===== src/rtl/hps_word16_event_sequencer.sv =====
// Avalon-MM poller for a 16-bit input PIO: watches edge capture, clears it, reads the
// input word and queues {timestamp, capture, data} events in a show-ahead FIFO.
module hps_word16_event_sequencer #(
    parameter int FIFO_DEPTH = 16,
    parameter int POLL_DIV   = 50,
    parameter int TS_W       = 16
) (
    input  logic                          clk,
    input  logic                          reset,
    input  logic                          enable,
    output logic [1:0]                    pio_address,
    output logic                          pio_chipselect,
    output logic                          pio_write_n,
    output logic [31:0]                   pio_writedata,
    input  logic [31:0]                   pio_readdata,
    output logic                          evt_valid,
    output logic [TS_W+31:0]              evt_data,
    input  logic                          evt_pop,
    output logic [$clog2(FIFO_DEPTH):0]   fifo_level,
    output logic [15:0]                   overflow_count
);
    localparam int AW = $clog2(FIFO_DEPTH);
    localparam int LW = AW + 1;
    localparam int TW = $clog2(POLL_DIV);
    localparam int EW = TS_W + 32;
    localparam logic [TW-1:0] RELOAD = TW'(POLL_DIV - 1);

    typedef enum logic [2:0] {IDLE, RD_CAP, WT_CAP, CLR, RD_DAT, WT_DAT, PUSH} state_t;

    state_t          state_q, state_d;
    logic [1:0]      addr_q, addr_d;
    logic            cs_q, cs_d;
    logic            wn_q, wn_d;
    logic [15:0]     cap_q, cap_d;
    logic [15:0]     dat_q, dat_d;
    logic [TS_W-1:0] evt_ts_q, evt_ts_d;
    logic [TS_W-1:0] ts_q, ts_d;
    logic [TW-1:0]   timer_q, timer_d;
    logic [AW-1:0]   rd_ptr_q, rd_ptr_d, wr_ptr_q, wr_ptr_d;
    logic [LW-1:0]   count_q, count_d;
    logic [15:0]     ovf_q, ovf_d;
    logic            poll_tick, push_req, do_push, do_pop;
    logic [EW-1:0]   mem [FIFO_DEPTH];
    logic            unused_rd_hi;

    assign unused_rd_hi = ^pio_readdata[31:16];

    always_comb begin
        ts_d      = ts_q + 1'b1;
        poll_tick = (timer_q == '0);
        timer_d   = poll_tick ? RELOAD : timer_q - 1'b1;
        state_d   = state_q;
        cap_d     = cap_q;
        dat_d     = dat_q;
        evt_ts_d  = evt_ts_q;
        push_req  = 1'b0;
        case (state_q)
            IDLE:    if (poll_tick && enable) state_d = RD_CAP;
            RD_CAP:  state_d = WT_CAP;
            WT_CAP: begin
                cap_d   = pio_readdata[15:0];
                state_d = (pio_readdata[15:0] == 16'h0) ? IDLE : CLR;
            end
            CLR: begin
                evt_ts_d = ts_q;
                state_d  = RD_DAT;
            end
            RD_DAT:  state_d = WT_DAT;
            WT_DAT: begin
                dat_d   = pio_readdata[15:0];
                state_d = PUSH;
            end
            PUSH: begin
                push_req = 1'b1;
                state_d  = IDLE;
            end
            default: state_d = IDLE;
        endcase

        // Bus strobes are registered alongside the state they belong to.
        addr_d = 2'd0;
        cs_d   = 1'b0;
        wn_d   = 1'b1;
        case (state_d)
            RD_CAP: begin addr_d = 2'd3; cs_d = 1'b1; end
            WT_CAP: addr_d = 2'd3;
            CLR:    begin addr_d = 2'd3; cs_d = 1'b1; wn_d = 1'b0; end
            RD_DAT: cs_d = 1'b1;
            default: ;
        endcase
    end

    // Pop is applied before the full test, so a full FIFO can accept a push on a pop cycle.
    always_comb begin
        do_pop   = evt_pop && (count_q != '0);
        do_push  = push_req && ((count_q != LW'(FIFO_DEPTH)) || do_pop);
        rd_ptr_d = do_pop  ? rd_ptr_q + 1'b1 : rd_ptr_q;
        wr_ptr_d = do_push ? wr_ptr_q + 1'b1 : wr_ptr_q;
        count_d  = count_q + LW'(do_push) - LW'(do_pop);
        ovf_d    = ovf_q;
        if (push_req && !do_push && (ovf_q != 16'hFFFF))
            ovf_d = ovf_q + 1'b1;
    end

    always_ff @(posedge clk or posedge reset) begin
        if (reset) begin
            state_q  <= IDLE;
            addr_q   <= 2'd0;
            cs_q     <= 1'b0;
            wn_q     <= 1'b1;
            cap_q    <= '0;
            dat_q    <= '0;
            evt_ts_q <= '0;
            ts_q     <= '0;
            timer_q  <= RELOAD;
            rd_ptr_q <= '0;
            wr_ptr_q <= '0;
            count_q  <= '0;
            ovf_q    <= '0;
        end else begin
            state_q  <= state_d;
            addr_q   <= addr_d;
            cs_q     <= cs_d;
            wn_q     <= wn_d;
            cap_q    <= cap_d;
            dat_q    <= dat_d;
            evt_ts_q <= evt_ts_d;
            ts_q     <= ts_d;
            timer_q  <= timer_d;
            rd_ptr_q <= rd_ptr_d;
            wr_ptr_q <= wr_ptr_d;
            count_q  <= count_d;
            ovf_q    <= ovf_d;
        end
    end

    always_ff @(posedge clk) begin
        if (do_push)
            mem[wr_ptr_q] <= {evt_ts_q, cap_q, dat_q};
    end

    assign pio_address    = addr_q;
    assign pio_chipselect = cs_q;
    assign pio_write_n    = wn_q;
    assign pio_writedata  = 32'h0;
    assign evt_valid      = (count_q != '0);
    assign evt_data       = evt_valid ? mem[rd_ptr_q] : '0;
    assign fifo_level     = count_q;
    assign overflow_count = ovf_q;
endmodule


===== config.mk =====
export PLATFORM = sky130hd
export DESIGN_NAME = hps_word16_event_sequencer
export DESIGN_NICKNAME = d
export VERILOG_FILES = /design/src/rtl/hps_word16_event_sequencer.sv
export SDC_FILE = /design/constraint.sdc
export NUM_CORES = 1
export LEC_CHECK = 0
export ABC_AREA = 1
export CAP_MARGIN = 20
export CORE_MARGIN = 1.5
export CORE_UTILIZATION = 35
export DETAILED_ROUTE_END_ITERATION = 10
export SETUP_SLACK_MARGIN = 0.02
export SLEW_MARGIN = 20
export SYNTH_ARGS = -nofsm -noshare
export SYNTH_HDL_FRONTEND = slang
export SYNTH_SLANG_ARGS = --single-unit
export TNS_END_PERCENT = 30

===== constraint.sdc =====
create_clock -name clk -period 6.5 [get_ports clk]
set_input_delay 0.65 -clock clk [delete_from_list [all_inputs] [get_ports clk]]
set_output_delay 0.65 -clock clk [all_outputs]
set_load 0.01 [all_outputs]

==> Yosys cells after proc, flatten, opt, wreduce, memory -nomap -nowiden <==
Memories as Yosys holds them, arrays and structs flattened.
Cells that the tools add are included.
{ "word_totals": {"register_bits": 106, "latchBits": 0, "ramBits": 768, "rom_bits": 0, "input_bits": 36, "output_inout_bits": 106, "word_cells": 57, "mem_count": 1} }
{ "mem_list": {"columns": ["name", "words", "width", "read_ports", "rd_clocked_by_memory_dff", "write_ports", "line", "text"], "rows": [
  ["mem", 16, 48, 1, 0, 1, "43", "logic [EW-1:0] mem [FIFO_DEPTH];"]
]} }
{ "classes": {"n_addsub": 7, "mul": 0, "n_div": 0, "order_cmp": 0, "eq_ne": 12, "n_shift": 0, "muxes": 11, "n_bitwise": 0, "n_reduce_logical": 13} }
{ "ops": {"columns": ["operator", "n"], "rows": [
  ["$mux W48", 1],
  ["$add A16 B1 Y16 const B", 2],
  ["$pmux W3 S6", 1],
  ["$logic_not A16 Y1", 1],
  ["$ne A16 B16 Y1 const B", 1],
  ["$eq A3 B2 Y1 const B", 4],
  ["$eq A3 B3 Y1 const B", 4],
  ["$add A4 B1 Y4 const B", 2],
  ["$eq A3 B1 Y1 const B", 2],
  ["$logic_not A6 Y1", 1],
  ["$mux W6", 1],
  ["$reduce_or A3 Y1", 2],
  ["$sub A6 B1 Y6 const B", 1],
  ["$add A5 B1 Y5", 1],
  ["$logic_and A1 B1 Y1", 5],
  ["$mux W1", 5],
  ["$ne A5 B5 Y1 const B", 1],
  ["$reduce_bool A5 Y1", 1],
  ["$sub A5 B1 Y5", 1],
  ["$mux W2", 2],
  ["$logic_not A3 Y1", 1],
  ["$mux W3", 1],
  ["$logic_not A1 Y1", 1],
  ["$logic_or A1 B1 Y1", 1]
]} }

==> Logic depth before layout (Yosys ltp) <==
{ "depth": {"depth_word": 7, "depth_mapped": 14, "depth_no_buf": 14} }

==> Least setup slack after synthesis <==
OpenSTA, ideal clock, no wires.
{ "synth_path": {"kind": "register to register", "from": "register count_q[2] (netlist: fifo_level[2])", "to": "memory mem[2][0] in the netlist's numbering, enable pin", "setup_time_ps": 513, "arrival_time_ps": 4514, "required_time_ps": 5987, "slack_ps": 1472, "stages_incl_launch_ff": 8, "path_buffers": 1, "period_less_slack_ps": 5028, "path_cell_list": "dfrtp_1 inv_1 ha_1 nor3b_2 nand2_1 nand2_1 buf_2 nor3_1"} }
{ "synth_via": {"elab_chain_len": 6, "elab_cells_between_ends": 7, "cone_classes": "eq/ne (1); mux (2); reduce/logical (4)"} }
{ "synth_lines": {"columns": ["element", "line", "text"], "rows": [
  ["from (decl)", "40", "logic [LW-1:0] count_q, count_d;"],
  ["from (signal assigned)", "132", "count_q <= count_d;"],
  ["$reduce_bool A5 Y1", "95", "do_pop = evt_pop && (count_q != '0);"],
  ["$logic_and A1 B1 Y1", "95", null],
  ["$logic_or A1 B1 Y1 *", "96", "do_push = push_req && ((count_q != LW'(FIFO_DEPTH)) || do_pop);"],
  ["$logic_and A1 B1 Y1 *", "96", null],
  ["$mux W1 *", "138", "if (do_push)"],
  ["$mux W1 (not written as such) *", "139", "mem[wr_ptr_q] <= {evt_ts_q, cap_q, dat_q};"],
  ["to (decl)", "43", null]
]} }
Every way passes the cells marked *; elsewhere a longest branch is shown, timed or not.

==> Worst setup path after layout <==
{ "layout_path": {"from": "register rd_ptr_q[0]", "to": "output port evt_data[47]"} }
{ "layout_via": {"elab_chain_len": 2} }
{ "layout_lines": {"columns": ["element", "line", "text"], "rows": [
  ["from (decl)", "39", "logic [AW-1:0] rd_ptr_q, rd_ptr_d, wr_ptr_q, wr_ptr_d;"],
  ["from (signal assigned)", "130", "rd_ptr_q <= rd_ptr_d;"],
  ["$mem_v2 Z16 W48", null, null],
  ["$mux W48", "147", "assign evt_data = evt_valid ? mem[rd_ptr_q] : '0;"],
  ["to (decl)", "17", "output logic [TS_W+31:0] evt_data,"]
]} }
No other way between the ends.

==> results.py <==
metrics = {
    "routing": {
        "top_layer": "met4",
        "post_drt_wl_per_cell_um": 19.66,
        "via_count": 22764,
        "wl_met1_um": 39690,
        "met2WireLength_um": 41980,
        "drt_iter0_drc": 2057,
        "via_per_inst": 4.952,
        "first_pass_iters": 5,
        "routed_wirelength_um": 90360,
        "ant_nets": 0,
        "drcViolationCount": 0,
        "dr_wl_met3_um": 6854,
    },
    "floorplanning": {
        "rows": 117,
        "start_util_pct": 35.32,
        "die_x_um": 323.6,
        "boundaryPins": 142,
        "fp.dieArea_mm2": 0.1047,
        "die_y_um": 323.6,
        "core_area_mm2": 0.1019,
    },
    "timing": {
        "rsz0062_at_grt": "no",
        "worst_slew_pin_slew_ns": 1.195,
        "hold_viol": 0,
        "tns_ns": 0,
        "setup-violations-final": 0,
        "fin_skew_ns": 0.02825,
        "hold_ws_ns": 0.4639,
        "drv_slew": 0,
        "max-slew-margin-rel_pct": 20.36,
        "max_freq_mhz": 192.5,
        "finalCritPeriodShare_pct": 79.93,
        "fin_crit_ns": 5.195,
    },
    "power_and_ir_drop": {
        "intPower_mw": 10.77,
        "switchingPower_mw": 5.719,
        "p_seq_share_pct": 38.4,
        "ir_drop_v": 0.0003948,
        "combPwrFrac_pct": 30.7,
        "swShare_pct": 34.69,
        "clock_power_share_pct": 30.8,
        "p_leak_nw": 14.83,
        "p_per_area_mw_per_mm2": 404.6,
    },
    "layout": {
        "seqCellArea_mm2": 0.02571,
        "fin_area_mm2": 0.04075,
        "drive_above_1_share_pct": 6.663,
        "nets": 3206,
        "multi_input_area_mm2": 0.008818,
        "fill_cells": 9661,
        "final_cells": 4597,
        "synthToLayoutAreaGrowth_pct": 13.23,
    },
    "grt": {
        "antenna_found_initial": 1,
        "grt_max_degree": 226,
        "track_usage_pct": 17.34,
        "grt-ovfl-total": 0,
        "grt_first_pass_wirelength_um": 136400,
        "grt_pass1_vias": 22136,
    },
    "yosys": {
        "synth-async-reset-ratio_pct": 12.03,
        "ys.flop_type": "edfxtp_1",
        "ys_warn_count": 0,
        "synth_cells": 3102,
        "syn-cell-area_mm2": 0.03598,
        "post_synth_num_cell_types": 36,
        "synth-seq-cells": 873,
        "synth_edf_count": 768,
        "synth-seq-area-share_pct": 71.40,
        "syn_area_per_cell_um2": 11.60,
    },
    "critical_path": {
        "cp.required_ns": 5.85,
        "end_kind": "output port",
        "r2r_cells": 9,
        "startpoint_type": "flop",
        "path_cells": "clkinv_8 > buf_4 > nand2_1 > nand3_1 > nand3_1 > nand2_1 > nand2_1 > a21oi_1 > clkdlybuf4s50_1",
        "slowest_delay_ns": 0.79,
        "path_max_fanout": 182,
        "r2r_start": "fifo_level[2]",
        "critical_path_class": "reg -> out",
        "critPathSlowestCell": "dfrtp_4",
        "reg2reg_slack_ns": 2.88,
        "crit_arrival_ns": 4.55,
        "cpMostUsedCell": "nand2_1",
        "r2r_end": "mem[7][38]",
    },
    "job": {
        "maxCapViolations": 0,
    },
    "cts": {
        "cts_setup_buffers": 0,
        "clk_latency_ns": 0.64,
        "cts_num_sinks": 873,
        "cts_tree": "done",
        "postCtsHoldBufs": 0,
        "cts_buffer_depth": 3,
        "numCtsBuffers": 92,
        "root_buffer": "clkbuf_16",
        "h-tree-depth": 3,
        "cts_resized": 0,
        "cts.clk_slew.worst_paths_ns": 0.06,
    },
    "place": {
        "place_area_mm2": 0.03784,
        "dp_cells": 4428,
        "gp_congestion": 0.7215,
        "hpwl_um": 43410,
        "io_buffers": 93,
    },
    "run_status": {
        "status": "complete, no violations",
    },
    "hold_path": {
        "min-delay-start": "timer_q[0]",
        "min_path_cells": 1,
        "holdCritPathClass": "reg -> reg",
        "min_to": "timer_q[0]",
    },
}
cells by family after synthesis:
logic type,share of synthesized area (%)
other,0.01042
buffers and inverters,4.663
AO/OA/AOI/OAI,1.513
XOR/XNOR,0.8032
flip-flops,71.40
AND/OR/NAND/NOR,20.90
multiplexers,0.1252
adder cells (fa/ha/maj),0.5772
synth_stat cells (all sizes together), types with 4 or more instances:
library cell  count  area (um2)
nand2          1109        4173
edfxtp          768       23060
nand3           599        3003
buf             180        1282
dfrtp           101        2527
inv              75       286.5
a21oi            54       274.0
o21ai            54       270.3
nor2             44       167.7
clkbuf           28       105.1
xor2             23       201.4
nor3             22       115.1
ha               15       187.7
xnor2            10       87.58
nand4             5       31.28
dfstp             4       105.1
mux2              4       45.04
routing by layer:
metal / GRT usage [%] / vias to the layer above
li1: - / 10765
met4: 4.735 / 0
met1: 24.03 / 11106
met2: 28.01 / 776
met5: 0 / -
met3: 3.115 / 117
power by group through the flow:
| stage | sequential (mW) | combinational [mW] | clock, mW |
|---|---|---|---|
| after detailed placement | 6.45 | 5.11 | 0 |
| final | 6.34 | 5.06 | 5.08 |
| after floorplan | 6.24 | 3.62 | 0 |
| after global placement | 6.45 | 5.09 | 0 |
| after global routing | 6.35 | 5.64 | 5.39 |
| after CTS | 6.33 | 5.14 | 5.17 |
cell type report:
cell class	instances	area share, %
Sequential cell	873	63.09
Multi-Input combinational cell	1976	21.64
Clock buffer	127	6.145
Tap cell	1368	4.201
Timing Repair Buffer	135	3.169
Clock inverter	40	0.9827
Inverter	76	0.7554
Antenna cell	2	0.01228
state kept, by name, summed over array words and instances (netlist names), 5 cells and up:
register,flops
mem,768
cap_q,16
dat_q,16
evt_ts_q,16
overflow_count,16
ts_q,16
timer_q,6
fifo_level,5
worst max-delay path by stage:
stage	end	depth (start not counted)	slack [ns]	from
after global routing	evt_data[47]	9	1.15	rd_ptr_q[0]
final	evt_data[47]	9	1.30	rd_ptr_q[0]
after detailed placement	evt_data[47]	9	2.07	rd_ptr_q[0]
after floorplan	mem[2][0]	7	1.47	fifo_level[2]
after global placement	evt_data[47]	9	2.09	rd_ptr_q[0]
after CTS	evt_data[47]	9	1.37	rd_ptr_q[0]
per-stage QoR:
| step | setup WS, ns | total power, mW | util, % |
|---|---|---|---|
| 2_1_floorplan | 1.472 | 9.864 | - |
| 3_5_place_dp | 2.074 | 11.56 | 37.14 |
| 6_report | 1.305 | 16.48 | 39.99 |
| 3_3_place_gp | 2.093 | 11.54 | 37.11 |
| 4_1_cts | 1.373 | 16.64 | 39.99 |
| 5_1_grt | 1.146 | 17.38 | 39.99 |
cells in the final DEF (no fill, tap or decap), drive strengths merged, types with 2 or more instances in the layout:
| cell | synthesis | layout |
|---|---|---|
| inv | 75 | 78 |
| edfxtp | 768 | 768 |
| conb | 1 | 32 |
| dfstp | 4 | 4 |
| xor2 | 23 | 23 |
| mux2 | 4 | 4 |
| nand4 | 5 | 5 |
| o21ai | 54 | 54 |
| clkbuf | 28 | 127 |
| nand2 | 1109 | 1109 |
| bufinv | 0 | 6 |
| nor2 | 44 | 44 |
| nor3 | 22 | 22 |
| clkdlybuf4s50 | 0 | 93 |
| ha | 15 | 15 |
| dfrtp | 101 | 101 |
| clkinvlp | 0 | 5 |
| a21oi | 54 | 54 |
| diode | 0 | 2 |
| clkinv | 1 | 27 |
| nor3b | 2 | 2 |
| nand3 | 599 | 599 |
| xnor2 | 10 | 10 |
| buf | 180 | 42 |
worst max-delay path: cells and delay by family, from the launching register on:
family          cells  cell delay (ns)
buf+inv             3             1.95
simple gates        5             0.46
flops               1             0.79
compound gates      1             0.40
Power figures use the tool's default switching activity.
